<file path="config.mk">
export PLATFORM = sky130hd
export DESIGN_NAME = seq_restoring_divider
export DESIGN_NICKNAME = d
export VERILOG_FILES = /design/src/rtl/div_pkg.sv /design/src/rtl/div_sub_step.sv /design/src/rtl/seq_restoring_divider.sv
export SDC_FILE = /design/constraint.sdc
export NUM_CORES = 1
export LEC_CHECK = 0
export BUFFER_PORTS_ARGS = -buffer_cell sky130_fd_sc_hd__buf_2
export CAP_MARGIN = 20
export CORE_ASPECT_RATIO = 0.7
export CORE_MARGIN = 2
export CORE_UTILIZATION = 54
export CTS_CLUSTER_SIZE = 14
export DETAILED_ROUTE_END_ITERATION = 6
export PLACE_DENSITY = 0.79
export SETUP_SLACK_MARGIN = 0.05
export SLEW_MARGIN = 20
export SYNTH_ARGS = -nofsm -noshare
export SYNTH_HDL_FRONTEND = slang
export SYNTH_SLANG_ARGS = --single-unit
</file>
<file path="constraint.sdc">
create_clock -name clk -period 3.4 [get_ports clk]
set_clock_uncertainty 0.1 [all_clocks]
set_input_delay 0.68 -clock clk [delete_from_list [all_inputs] [get_ports clk]]
set_output_delay 0.68 -clock clk [all_outputs]
set_load 0.05 [all_outputs]
</file>
<file path="src/rtl/div_pkg.sv">
// Shared types and helpers for the sequential restoring divider.
package div_pkg;

  // Controller states: accept operands, iterate, present result.
  typedef enum logic [1:0] {
    IDLE = 2'd0,
    BUSY = 2'd1,
    DONE = 2'd2
  } state_t;

  // Bits needed for an iteration counter that must hold the value w.
  function automatic int unsigned cnt_width(input int unsigned w);
    return $clog2(w + 1);
  endfunction

endpackage

</file>
<file path="src/rtl/div_sub_step.sv">
// One restoring-division trial subtraction: (WIDTH+1)-bit minuend minus a
// zero-extended WIDTH-bit divisor, reporting the low WIDTH bits and the borrow.
module div_sub_step #(
  parameter int unsigned WIDTH = 16
) (
  input  logic [WIDTH:0]   minuend_i,
  input  logic [WIDTH-1:0] subtrahend_i,
  output logic [WIDTH-1:0] diff_o,
  output logic             borrow_o
);

  // Only the low bits survive; the partial remainder stays below the divisor.
  assign diff_o   = minuend_i[WIDTH-1:0] - subtrahend_i;
  assign borrow_o = (minuend_i < {1'b0, subtrahend_i});

endmodule

</file>
<file path="src/rtl/seq_restoring_divider.sv">
// Iterative unsigned restoring divider, one subtract-and-restore step per clock,
// valid/ready on both sides with a single operation in flight.
// Optional macro DIV_ZERO_EARLY_EN: a zero divisor skips the iterations and the
// result is loaded in one cycle instead of WIDTH.
module seq_restoring_divider
  import div_pkg::*;
#(
  parameter int unsigned WIDTH = 16
) (
  input  logic             clk,
  input  logic             rst_n,
  input  logic             in_valid,
  output logic             in_ready,
  input  logic [WIDTH-1:0] dividend,
  input  logic [WIDTH-1:0] divisor,
  output logic             out_valid,
  input  logic             out_ready,
  output logic [WIDTH-1:0] quotient,
  output logic [WIDTH-1:0] remainder,
  output logic             div_zero
);

  localparam int unsigned CW = cnt_width(WIDTH);

  state_t           state_q, state_d;
  logic [WIDTH-1:0] q_q, q_d;
  logic [WIDTH-1:0] rem_q, rem_d;
  logic [WIDTH-1:0] dvsr_q, dvsr_d;
  logic [CW-1:0]    cnt_q, cnt_d;
  logic             dz_q, dz_d;
  logic             in_ready_q, in_ready_d;
  logic             out_valid_q, out_valid_d;
  logic [WIDTH-1:0] step_diff;
  logic             step_borrow;

  // Trial subtraction of the divisor from the shifted partial remainder.
  div_sub_step #(.WIDTH(WIDTH)) u_step (
    .minuend_i    ({rem_q, q_q[WIDTH-1]}),
    .subtrahend_i (dvsr_q),
    .diff_o       (step_diff),
    .borrow_o     (step_borrow)
  );

  // Next-state and datapath update for the IDLE/BUSY/DONE controller.
  always_comb begin
    state_d = state_q;
    q_d     = q_q;
    rem_d   = rem_q;
    dvsr_d  = dvsr_q;
    cnt_d   = cnt_q;
    dz_d    = dz_q;
    case (state_q)
      IDLE: begin
        if (in_valid) begin
          dvsr_d  = divisor;
          q_d     = dividend;
          rem_d   = '0;
          cnt_d   = CW'(WIDTH);
          dz_d    = (divisor == '0);
          state_d = BUSY;
        end
      end
      BUSY: begin
`ifdef DIV_ZERO_EARLY_EN
        if (dz_q) begin
          // Zero divisor: load the all-ones quotient and pass the dividend through.
          rem_d   = q_q;
          q_d     = '1;
          state_d = DONE;
        end else begin
`else
        begin
`endif
          if (!step_borrow) begin
            rem_d = step_diff;
            q_d   = {q_q[WIDTH-2:0], 1'b1};
          end else begin
            rem_d = {rem_q[WIDTH-2:0], q_q[WIDTH-1]};
            q_d   = {q_q[WIDTH-2:0], 1'b0};
          end
          cnt_d = cnt_q - CW'(1);
          if (cnt_q == CW'(1)) begin
            state_d = DONE;
          end
        end
      end
      DONE: begin
        if (out_ready) begin
          state_d = IDLE;
        end
      end
      default: state_d = IDLE;
    endcase
    in_ready_d  = (state_d == IDLE);
    out_valid_d = (state_d == DONE);
  end

  // State, datapath and handshake registers with synchronous reset.
  always_ff @(posedge clk) begin
    if (!rst_n) begin
      state_q     <= IDLE;
      q_q         <= '0;
      rem_q       <= '0;
      dvsr_q      <= '0;
      cnt_q       <= '0;
      dz_q        <= 1'b0;
      in_ready_q  <= 1'b1;
      out_valid_q <= 1'b0;
    end else begin
      state_q     <= state_d;
      q_q         <= q_d;
      rem_q       <= rem_d;
      dvsr_q      <= dvsr_d;
      cnt_q       <= cnt_d;
      dz_q        <= dz_d;
      in_ready_q  <= in_ready_d;
      out_valid_q <= out_valid_d;
    end
  end

  assign in_ready  = in_ready_q;
  assign out_valid = out_valid_q;
  assign quotient  = q_q;
  assign remainder = rem_q;
  assign div_zero  = dz_q;

endmodule

</file>
==> key figures, run 1 <==
Worst hold path
  • Tightest Hold Check Type: flip-flop to flip-flop
  • Hold Startpoint: dvsr_q[11]$_SDFFE_PN0P_

GRT
  • Gr usage total: 0.2622
  • Total gr overflow: 0
  • Vias in the first global route: 2704
  • Largest net degree at the start of global routing: 39
  • Antenna violations before repair: 0
  • First-pass GRT wire length: 12.99 mm

Finish
  • Area of the multi-input gates: 1878 um^2
  • Area delta synth->final: 16.76%
  • Post-Layout Inst Area: 3774 um^2
  • N_diodes: 0
  • Filler instances: 497
  • Register Area: 1161 um^2
  • Layout cell share with drive strength beyond 1: 0.1983
  • # nets final: 521

Synth
  • Synth Warn #: 0
  • Netlist cell types: 54
  • Ys flop type: dfxtp_1
  • Post-synth EDFFs: 0
  • Post-synth ARST share: 0
  • Seq/Total Area, Yosys: 0.3593
  • Syn nets: 457
  • Mapped Cells: 402
  • Flops & latches, synth: 58
  • Post-Syn Area: 3232 um^2
  • Avg Inst Size Synth: 8.039 um^2

CTS
  • Cts bufs inserted: 9
  • Root Driver: clkbuf_8
  • Sink Count: 58
  • Number of setup buffers added after CTS: 0
  • TritonCTS clock tree: yes
  • Post-CTS Resized: 0
  • Reg clk slew, reported paths: 70 ps
  • Htree depth: 3
  • Worst-Skew Late Latency: 340 ps
  • Hold_buf cts: 0
  • CTS Buffer Depth: 2

Power and ir drop
  • P per Cell Area: 1014 nW/um^2
  • Worst VDD drop: 0.5109 mV
  • Pleak: 1.673 nW

Placed design
  • Dpl cell area: 3596 um^2
  • Placement Setup Slack: 461.8 ps
  • RePlAce Congestion: 0.9008
  • Hpwl dp: 6.021 mm
  • IO buf count: 70

Worst setup path
  • Crit. Startpoint: dvsr_q[14]$_SDFFE_PN0P_
  • R2r startpoint: dvsr_q[14]$_SDFFE_PN0P_
  • Critical-path maximum fanout: 19
  • CP Launch Type: flip-flop
  • Crit Path Class: flip-flop to flip-flop
  • Crit path capture: quotient[0]$_SDFFE_PN0P_
  • Crit path DAT: 3100 ps
  • R2r setup slk: 430 ps
  • CP required: 3530 ps
  • Worst r2r dst: quotient[0]$_SDFFE_PN0P_
  • Element type at the critical path end: flip-flop
  • R2R cell count: 8

STA
  • Setup ws final: 431.1 ps
  • Final Hold Vio Count: 0
  • RSZ-0062 raised after global routing: false
  • Slew margin rel.: 0.3723
  • Worst-Margin Slew: 938.1 ps
  • Period Utilization, post-route: 0.8732
  • Max-slew violation count: 0
  • Finish-stage setup viols: 0
  • Post-route setup TNS: 0 ps
  • Period minus WS final: 2969 ps
  • Achievable Freq: 336.8 MHz

Run status
  • Outcome: complete, no violations

Detailed routing
  • Initial DRT Pass Iterations: 5
  • DRC: 0
  • Drt total wl: 8.287 mm
  • Wirelength per Cell: 15.23 um
  • Via density: 5.936
  • DR vias: 3229
  • Post-route ant nets: 0
  • DR iter-0 viols: 184

Floorplanning
  • Io pins: 71
  • Die span in y: 68.73 um
  • Rows: 23
  • Initial Utilization: 0.5615
  • Die area: 6630 um^2
  • Die Wd: 96.47 um
  • Core area: 5756 um^2

Job
  • Max cap viols: 0
[per-layer routing]
layer / up-vias / track usage / wire length, um
li1: 1578 / - / -
met1: 1499 / 0.3945 / 4059
met2: 138 / 0.3568 / 3381
met3: 14 / 0.07609 / 731
met4: 0 / 0.07923 / 114
met5: - / 0 / 0
[critical path, cell delays in order (launching register included)]
cell and delay (ps):
dfxtp_1 330, inv_1 50, ha_1 350, a21o_1 220, a211o_1 290, a41o_1 250, or3_1 750, a222oi_1 440
nor2b_1 80
[worst min path at each step]
stage,end,depth (start not counted),slack [ps]
after floorplan,dvsr_q[3]$_SDFFE_PN0P_,2,340
after global placement,dvsr_q[13]$_SDFFE_PN0P_,2,350
after detailed placement,dvsr_q[11]$_SDFFE_PN0P_,2,360
after CTS,dvsr_q[11]$_SDFFE_PN0P_,2,370
after global routing,dvsr_q[11]$_SDFFE_PN0P_,2,390
final,dvsr_q[11]$_SDFFE_PN0P_,2,370
[cells by family after synthesis]
family,after synthesis,share of synthesized area
AOI/OAI and AO/OA,142,0.2838
adders and majority gates,19,0.07588
and+or+nand+nor,125,0.1781
DFF,58,0.3593
xor gates and xnor gates,8,0.02168
buffers and inverters,43,0.05962
muxes,7,0.02168
[final cells by class]
class	count	share of cell area
clock buffer	12	0.04377
multi-input combinational	301	0.4977
tap	75	0.02487
timing repair buffer	74	0.1008
inverter	22	0.02188
clock inverter	2	0.003316
sequential	58	0.3077
[registers in the layout, indices dropped and copies added, names as in the netlist]
signal	cells
in_ready	1
quotient	16
div_zero	1
state_q	2
out_valid	1
dvsr_q	16
cnt_q	5
remainder	16
[where the power goes]
group	switching [mW]	leakage (nW)	internal (mW)
Clock	0.269	0.0903	0.315
Sequential	0.107	0.476	0.794
Combinational	1.47	1.11	0.873
Total	1.84	1.67	1.98
[synthesized netlist by cell type, types with 5 or more instances]
library cell  number  area share
a21oi_1           28       0.043
clkbuf_1          16       0.019
o22ai_1           16       0.031
o21ai_0           34       0.053
dfxtp_1           58        0.36
nor2_1            13       0.015
o211ai_1           6       0.014
a21o_1             7       0.016
a21boi_0          17       0.039
inv_1             21       0.024
nand3_1            5      0.0077
nand2_1           68       0.079
xnor2_1            5       0.014
and2_1             5      0.0097
ha_1              18       0.070
nand4_1            5      0.0097
mux2i_1            7       0.022
nor3_1             5      0.0077
[cell usage in the layout (no fill, tap or decap), types with 3 or more instances in the layout]
| cell | Yosys | layout |
|---|---|---|
| a211oi_1 | 4 | 4 |
| a21boi_0 | 17 | 17 |
| a21o_1 | 7 | 7 |
| a21oi_1 | 28 | 28 |
| a31oi_1 | 3 | 3 |
| a32o_1 | 4 | 4 |
| and2_1 | 5 | 5 |
| buf_2 | 1 | 70 |
| buf_4 | 1 | 4 |
| clkbuf_8 | 0 | 12 |
| dfxtp_1 | 58 | 58 |
| ha_1 | 18 | 18 |
| inv_1 | 21 | 21 |
| mux2i_1 | 7 | 7 |
| nand2_1 | 68 | 68 |
| nand2b_1 | 3 | 3 |
| nand3_1 | 5 | 5 |
| nand4_1 | 5 | 5 |
| nor2_1 | 13 | 13 |
| nor2b_1 | 4 | 4 |
| nor3_1 | 5 | 5 |
| nor4_1 | 4 | 4 |
| o211ai_1 | 6 | 6 |
| o21a_1 | 4 | 4 |
| o21ai_0 | 34 | 34 |
| o22ai_1 | 16 | 16 |
| or3_1 | 4 | 4 |
| xnor2_1 | 5 | 5 |
| xor2_1 | 3 | 3 |
[stage by stage]
stage	total power, mW	hold slack [ps]	cells	util
2_1_floorplan	2.892	343.4	402	-
3_3_place_gp	3.525	350.6	530	0.6248
3_5_place_dp	3.549	358.2	530	0.6248
4_1_cts	4.152	367.0	544	0.6557
5_1_grt	4.504	388.3	544	0.6557
6_report	3.826	366.9	544	0.6557
(Power assumes the default switching activity.)
==> run 2, diff against run 1 <==
- SYNTH_HIERARCHICAL: default -> 1
==> run 2 against run 1 <==
Against the previous run: core utilization up 0.93 points; wire length up 7.4%; power up 4.7%; synthesized cell count down 2.5%; highest routed layer unchanged; critical path type unchanged; combinational power up 4%; largest cell class unchanged; via count down 0.90%; maximum frequency down 4.6%; setup slack worse by 140 ps.
==> key figures, run 2 <==
Run status
  • Outcome: complete, no violations

Finish
  • Area of the multi-input gates: 1886 um^2 (+0.40%)
  • Area delta synth->final: 18.11%
  • Register Area: 1161 um^2 (unchanged)
  • Final core utilization: 0.6650 (+0.009348)
  • Post-Layout Inst Area: 3827 um^2 (+1.4%)
  • # nets final: 512 (-1.7%)
  • Filler instances: 532 (+7.0%)
  • Commonest non-fill, non-tap cells in the layout: buf_2 (70), dfxtp_1 (58), a21oi_1 (49)
  • Most common cell after layout, fill and taps aside: buf_2
  • N_diodes: 0 (unchanged)
  • Layout cell share with drive strength beyond 1: 0.2511 (+0.05279)

Detailed routing
  • Wirelength per Cell: 16.58 um (+8.8%)
  • Drt total wl: 8.902 mm (+7.4%)
  • Post-route ant nets: 0 (unchanged)
  • Initial DRT Pass Iterations: 5 (unchanged)
  • DR vias: 3200 (-0.90%)
  • DRC: 0 (unchanged)
  • Via density: 5.959 (+0.39%)
  • DR iter-0 viols: 260 (+41%)

Worst setup path
  • R2r startpoint: dvsr_q[4]$_SDFFE_PN0P_
  • CP Launch Type: flip-flop
  • CP required: 3500 ps (-30 ps)
  • Crit Path Class: flip-flop to flip-flop
  • Crit. Startpoint: dvsr_q[4]$_SDFFE_PN0P_
  • Critical-path maximum fanout: 11 (-8)
  • R2R cell count: 11 (+3)
  • Worst r2r dst: remainder[4]$_SDFFE_PN0P_
  • R2r setup slk: 290 ps (-140 ps)
  • Crit path DAT: 3210 ps (+110 ps)
  • Element type at the critical path end: flip-flop

Job
  • Max cap viols: 0 (unchanged)

Synth
  • Commonest cells post-synth: dfxtp_1 (58), a21oi_1 (49), nand2_1 (41)
  • Avg Inst Size Synth: 8.267 um^2 (+2.8%)
  • Syn nets: 447 (-2.2%)
  • Post-synth EDFFs: 0 (unchanged)
  • Flops & latches, synth: 58 (unchanged)
  • Post-Syn Area: 3241 um^2 (+0.27%)
  • Post-synth top area share: 0.3583 (-0.0009710)
  • Synth Warn #: 6 (+6)
  • Most common cell in the netlist: dfxtp_1
  • Ys flop type: dfxtp_1
  • Seq/Total Area, Yosys: 0.3583 (-0.0009710)
  • Netlist cell types: 53 (-1.9%)
  • Top post-synthesis cells by area: dfxtp_1 (36%), a21oi_1 (7.6%), ha_1 (6.9%)
  • Post-synth top area cell: dfxtp_1
  • Post-synth ARST share: 0 (unchanged)
  • Mapped Cells: 392 (-2.5%)

STA
  • Post-route setup TNS: 0 ps (unchanged)
  • Period Utilization, post-route: 0.9151 (+0.04186)
  • Worst-Margin Slew: 939.0 ps (+0.8646 ps)
  • Period minus WS final: 3111 ps (+142.3 ps)
  • Finish-stage setup viols: 0 (unchanged)
  • Setup ws final: 288.7 ps (-142.3 ps)
  • Final Hold Vio Count: 0 (unchanged)
  • RSZ-0062 raised after global routing: false
  • Slew margin rel.: 0.3733 (+0.001045)
  • Worst Hold Slack: 355.8 ps (-11.13 ps)
  • Achievable Freq: 321.4 MHz (-4.6%)
  • Max-slew violation count: 0 (unchanged)

Worst hold path
  • Hold Startpoint: dvsr_q[10]$_SDFFE_PN0P_
  • Tightest Hold Check Type: flip-flop to flip-flop
  • Worst Hold Path EP: dvsr_q[10]$_SDFFE_PN0P_
  • Hold Crit Depth: 2 (unchanged)

CTS
  • Hold_buf cts: 0 (unchanged)
  • Reg clk slew, reported paths: 70 ps (about the same)
  • Cts bufs inserted: 9 (unchanged)
  • CTS Buffer Depth: 2 (unchanged)
  • Number of setup buffers added after CTS: 0 (unchanged)
  • Post-CTS Resized: 0 (unchanged)
  • Root Driver: clkbuf_8
  • Htree depth: 3 (unchanged)
  • TritonCTS clock tree: yes
  • Sink Count: 58 (unchanged)
  • Worst-Skew Late Latency: 350 ps (about the same)

Power and ir drop
  • Combinational Power Share: 0.610 (-0.002)
  • Flop pwr share: 0.223 (-0.013)
  • Pleak: 1.715 nW (+2.5%)
  • Int Pwr: 2.229 mW (+12%)
  • Psw: 1.776 mW (-3.7%)
  • Clock power frac: 0.167 (+0.015)
  • Sw frac: 0.4435 (-0.03856)
  • Worst VDD drop: 0.6273 mV (+23%)
  • P per Cell Area: 1046 nW/um^2 (+3.2%)

Placed design
  • Dpl cell area: 3622 um^2 (+0.73%)
  • IO buf count: 70 (unchanged)
  • RePlAce Congestion: 0.9355 (+3.9%)
  • Hpwl dp: 6.378 mm (+5.9%)
  • Placement Setup Slack: 354.8 ps (-107.0 ps)

Floorplanning
  • Die Wd: 96.59 um (+0.13%)
  • Die span in y: 68.82 um (+0.13%)
  • Die area: 6647 um^2 (+0.26%)
  • Io pins: 71 (unchanged)
  • Initial Utilization: 0.5630 (+0.001522)
  • Rows: 23 (unchanged)
  • Core area: 5756 um^2 (unchanged)

GRT
  • Total gr overflow: 0 (unchanged)
  • Largest net degree at the start of global routing: 30 (-23%)
  • Vias in the first global route: 2950 (+9.1%)
  • Gr usage total: 0.2850 (+0.02287)
  • Antenna violations before repair: 0 (unchanged)
  • First-pass GRT wire length: 14.30 mm (+10%)
[run 2: critical path: stages (launching register included)]
cell and delay (ps):
dfxtp_1 330, inv_1 50, ha_1 390, a21oi_2 230
and2_4 190, a21oi_2 80, nor4_1 260, o21a_1 500
buf_4 270, mux2_2 350, a22oi_1 170, nor2_1 60
[run 2: how the worst max path moves through the flow]
stage / endpoint / slack, ps / depth (start not counted)
after CTS: remainder[4]$_SDFFE_PN0P_ / 330 / 11
after floorplan: remainder[0]$_SDFFE_PN0P_ / 420 / 11
final: remainder[4]$_SDFFE_PN0P_ / 290 / 11
after detailed placement: remainder[4]$_SDFFE_PN0P_ / 350 / 11
after global routing: remainder[5]$_SDFFE_PN0P_ / 90 / 10
after global placement: remainder[5]$_SDFFE_PN0P_ / 520 / 10
[run 2: power groups by stage]
stage	clock network (mW)	logic [mW]	registers, mW
floorplan	0	1.67	1.17
global placement	0	2.32	0.894
detailed placement	0	2.38	0.904
CTS	0.681	2.41	0.890
global route	0.709	2.65	0.907
finish	0.668	2.44	0.892
[run 2: per-layer routing]
layer  wire (um)  track usage  up-vias
li1            -            -     1546
met1        4187       0.3854     1524
met2        4027       0.4540      124
met3         641      0.07500        6
met4          46      0.07923        0
met5           0            0        -
[run 2: cell families (layout without fill, tap and decap cells)]
kind of cell / count (synthesis) / count (layout) / share of synthesized area
fa+ha+maj: 19 / 19 / 0.07568
xor+xnor: 11 / 11 / 0.02973
buf+inv: 46 / 116 / 0.05985
flops: 58 / 58 / 0.3583
compound gates: 133 / 133 / 0.2587
mux: 17 / 17 / 0.05869
simple gates: 108 / 108 / 0.1591
[run 2: cell type report]
| cell class | instances | area share |
|---|---|---|
| Timing Repair Buffer | 75 | 0.1013 |
| Clock inverter | 4 | 0.01308 |
| Sequential cell | 58 | 0.3034 |
| Tap cell | 75 | 0.02452 |
| Multi-Input combinational cell | 288 | 0.4926 |
| Clock buffer | 12 | 0.04054 |
| Inverter | 25 | 0.02452 |
[run 2: per-stage QoR]
stage	std cells	power (mW)
after floorplan	392	2.842
after global placement	521	3.216
after detailed placement	521	3.285
after CTS	537	3.982
after global routing	537	4.262
final	537	4.005
==> run 3, diff against run 2 <==
- CORE_UTILIZATION: 54 -> 55
- PLACE_DENSITY: 0.79 -> 0.81
- clock period: 3.4 -> 3.9 ns (I/O delays scaled with it)
==> run 3 against run 2 <==
Against the previous run: sequential cell count unchanged; setup slack improved by 500 ps; cell count decreased by 0.37%; count of clock-buffer cells in the layout decreased by 2; die area decreased by 1.7%; sequential power decreased by 13%; critical path depth decreased by 1; largest cell class unchanged; highest routed layer unchanged.
==> key figures, run 3 (synthesis gave the netlist of run 2 again) <==
Run status
  • Outcome: complete, no violations

CTS
  • Post-CTS Resized: 0 (unchanged)
  • Number of setup buffers added after CTS: 0 (unchanged)
  • Htree depth: 3 (unchanged)
  • TritonCTS clock tree: yes
  • Reg clk slew, reported paths: 70 ps (about the same)
  • Root Driver: clkbuf_8
  • Sink Count: 58 (unchanged)
  • Cts bufs inserted: 9 (unchanged)
  • Worst-Skew Late Latency: 350 ps (about the same)
  • CTS Buffer Depth: 2 (unchanged)
  • Hold_buf cts: 0 (unchanged)

STA
  • Achievable Freq: 321.9 MHz (+0.14%)
  • RSZ-0062 raised after global routing: false
  • Period minus WS final: 3107 ps (-4.395 ps)
  • Finish-stage setup viols: 0 (unchanged)
  • Worst-Margin Slew: 878.8 ps (-60.16 ps)
  • Slew margin rel.: 0.4137 (+0.04040)
  • Max-slew violation count: 0 (unchanged)
  • Post-route setup TNS: 0 ps (unchanged)
  • Period Utilization, post-route: 0.7966 (-0.1184)
  • Final Hold Vio Count: 0 (unchanged)

Detailed routing
  • DR iter-0 viols: 311 (+20%)
  • Post-route ant nets: 0 (unchanged)
  • Via density: 5.912 (-0.79%)
  • Drt total wl: 8.610 mm (-3.3%)
  • Initial DRT Pass Iterations: 5 (unchanged)
  • DR vias: 3163 (-1.2%)
  • Wirelength per Cell: 16.09 um (-2.9%)
  • DRC: 0 (unchanged)

Placed design
  • IO buf count: 70 (unchanged)
  • RePlAce Congestion: 0.9038 (-3.4%)
  • Dpl cell area: 3607 um^2 (-0.41%)
  • Hpwl dp: 5.976 mm (-6.3%)

GRT
  • Antenna violations before repair: 0 (unchanged)
  • First-pass GRT wire length: 14.33 mm (+0.20%)
  • Gr usage total: 0.2860 (+0.0009439)
  • Total gr overflow: 0 (unchanged)
  • Vias in the first global route: 2975 (+0.85%)
  • Largest net degree at the start of global routing: 41 (+37%)

Floorplanning
  • Initial Utilization: 0.5687 (+0.005687)
  • Rows: 23 (unchanged)
  • Die span in y: 68.22 um (-0.86%)
  • Die Wd: 95.75 um (-0.87%)
  • Io pins: 71 (unchanged)
  • Die area: 6532 um^2 (-1.7%)
  • Core area: 5698 um^2 (-1.0%)

Power and ir drop
  • Int Pwr: 1.899 mW (-15%)
  • Psw: 1.544 mW (-13%)
  • Clock power frac: 0.167 (about the same)
  • Sw frac: 0.4484 (+0.004963)
  • Combinational Power Share: 0.607 (-0.003)
  • Worst VDD drop: 0.5083 mV (-19%)
  • P per Cell Area: 903.5 nW/um^2 (-14%)
  • Flop pwr share: 0.226 (+0.003)
  • Pleak: 1.702 nW (-0.77%)

Finish
  • N_diodes: 0 (unchanged)
  • Most common cell after layout, fill and taps aside: buf_2
  • Layout cell share with drive strength beyond 1: 0.2500 (-0.001082)
  • Commonest non-fill, non-tap cells in the layout: buf_2 (70), dfxtp_1 (58), a21oi_1 (49)
  • Area delta synth->final: 17.61%
  • # nets final: 510 (-0.39%)
  • Post-Layout Inst Area: 3811 um^2 (-0.42%)

Worst setup path
  • CP Launch Type: flip-flop
  • R2r setup slk: 790 ps (+500 ps)
  • Element type at the critical path end: flip-flop
  • Critical-path maximum fanout: 17 (+6)
  • Crit path DAT: 3230 ps (+20 ps)
  • CP required: 4020 ps (+520 ps)
  • Crit Path Class: flip-flop to flip-flop

Job
  • Max cap viols: 0 (unchanged)

Worst hold path
  • Tightest Hold Check Type: flip-flop to flip-flop
==> run 3: layer usage <==
layer  wire length (um)  vias up  GRT usage
li1                   -     1547          -
met1               4094     1490     0.3848
met2               3731      113     0.4458
met3                669       13    0.09361
met4                114        0    0.07321
met5                  0        -          0
==> run 3: stage by stage <==
| stage | worst slack (ps) | util | total power, mW | instances | hold WS (ps) |
|---|---|---|---|---|---|
| 6_report | 793.1 | 0.6689 | 3.443 | 535 | 353.8 |
| 5_1_grt | 596.2 | 0.6689 | 3.657 | 535 | 386.3 |
| 4_1_cts | 820.0 | 0.6689 | 3.414 | 535 | 356.8 |
| 3_5_place_dp | 852.0 | 0.6331 | 2.826 | 519 | 346.6 |
| 3_3_place_gp | 963.5 | 0.6331 | 2.766 | 519 | 344.0 |
| 2_1_floorplan | 920.9 | - | 2.477 | 392 | 336.3 |
==> run 3: worst paths after layout <==
kind                           from                   endpoint  depth (start not counted)
max          dvsr_q[4]$_SDFFE_PN0P_  remainder[3]$_SDFFE_PN0P_                         10
min          dvsr_q[6]$_SDFFE_PN0P_     dvsr_q[6]$_SDFFE_PN0P_                          2
max reg2reg  dvsr_q[4]$_SDFFE_PN0P_  remainder[3]$_SDFFE_PN0P_                         10
min reg2reg  dvsr_q[6]$_SDFFE_PN0P_     dvsr_q[6]$_SDFFE_PN0P_                          2
==> run 3: critical path: stages, from the launching register on <==
cell     delay, ps
dfxtp_1        340
inv_1           50
ha_1           400
a21oi_2        220
and2_4         180
a21oi_2         90
nor4_1         230
o21a_1         720
mux2_2         420
a22oi_1        170
nor2_1          60
==> run 3: power by group through the flow <==
stage,Clock [mW],Combinational (mW),Sequential [mW]
2_1_floorplan,0,1.46,1.02
3_3_place_gp,0,1.98,0.783
3_5_place_dp,0,2.04,0.787
4_1_cts,0.582,2.06,0.776
5_1_grt,0.607,2.26,0.789
6_report,0.576,2.09,0.777
==> run 3: area by class of cell <==
class,instances,area (um^2)
sequential,58,1161
fill,491,1887
clock inverter,6,66.31
inverter,25,93.84
timing repair buffer,73,372.9
clock buffer,10,137.6
multi-input combinational,288,1886
tap,75,93.84
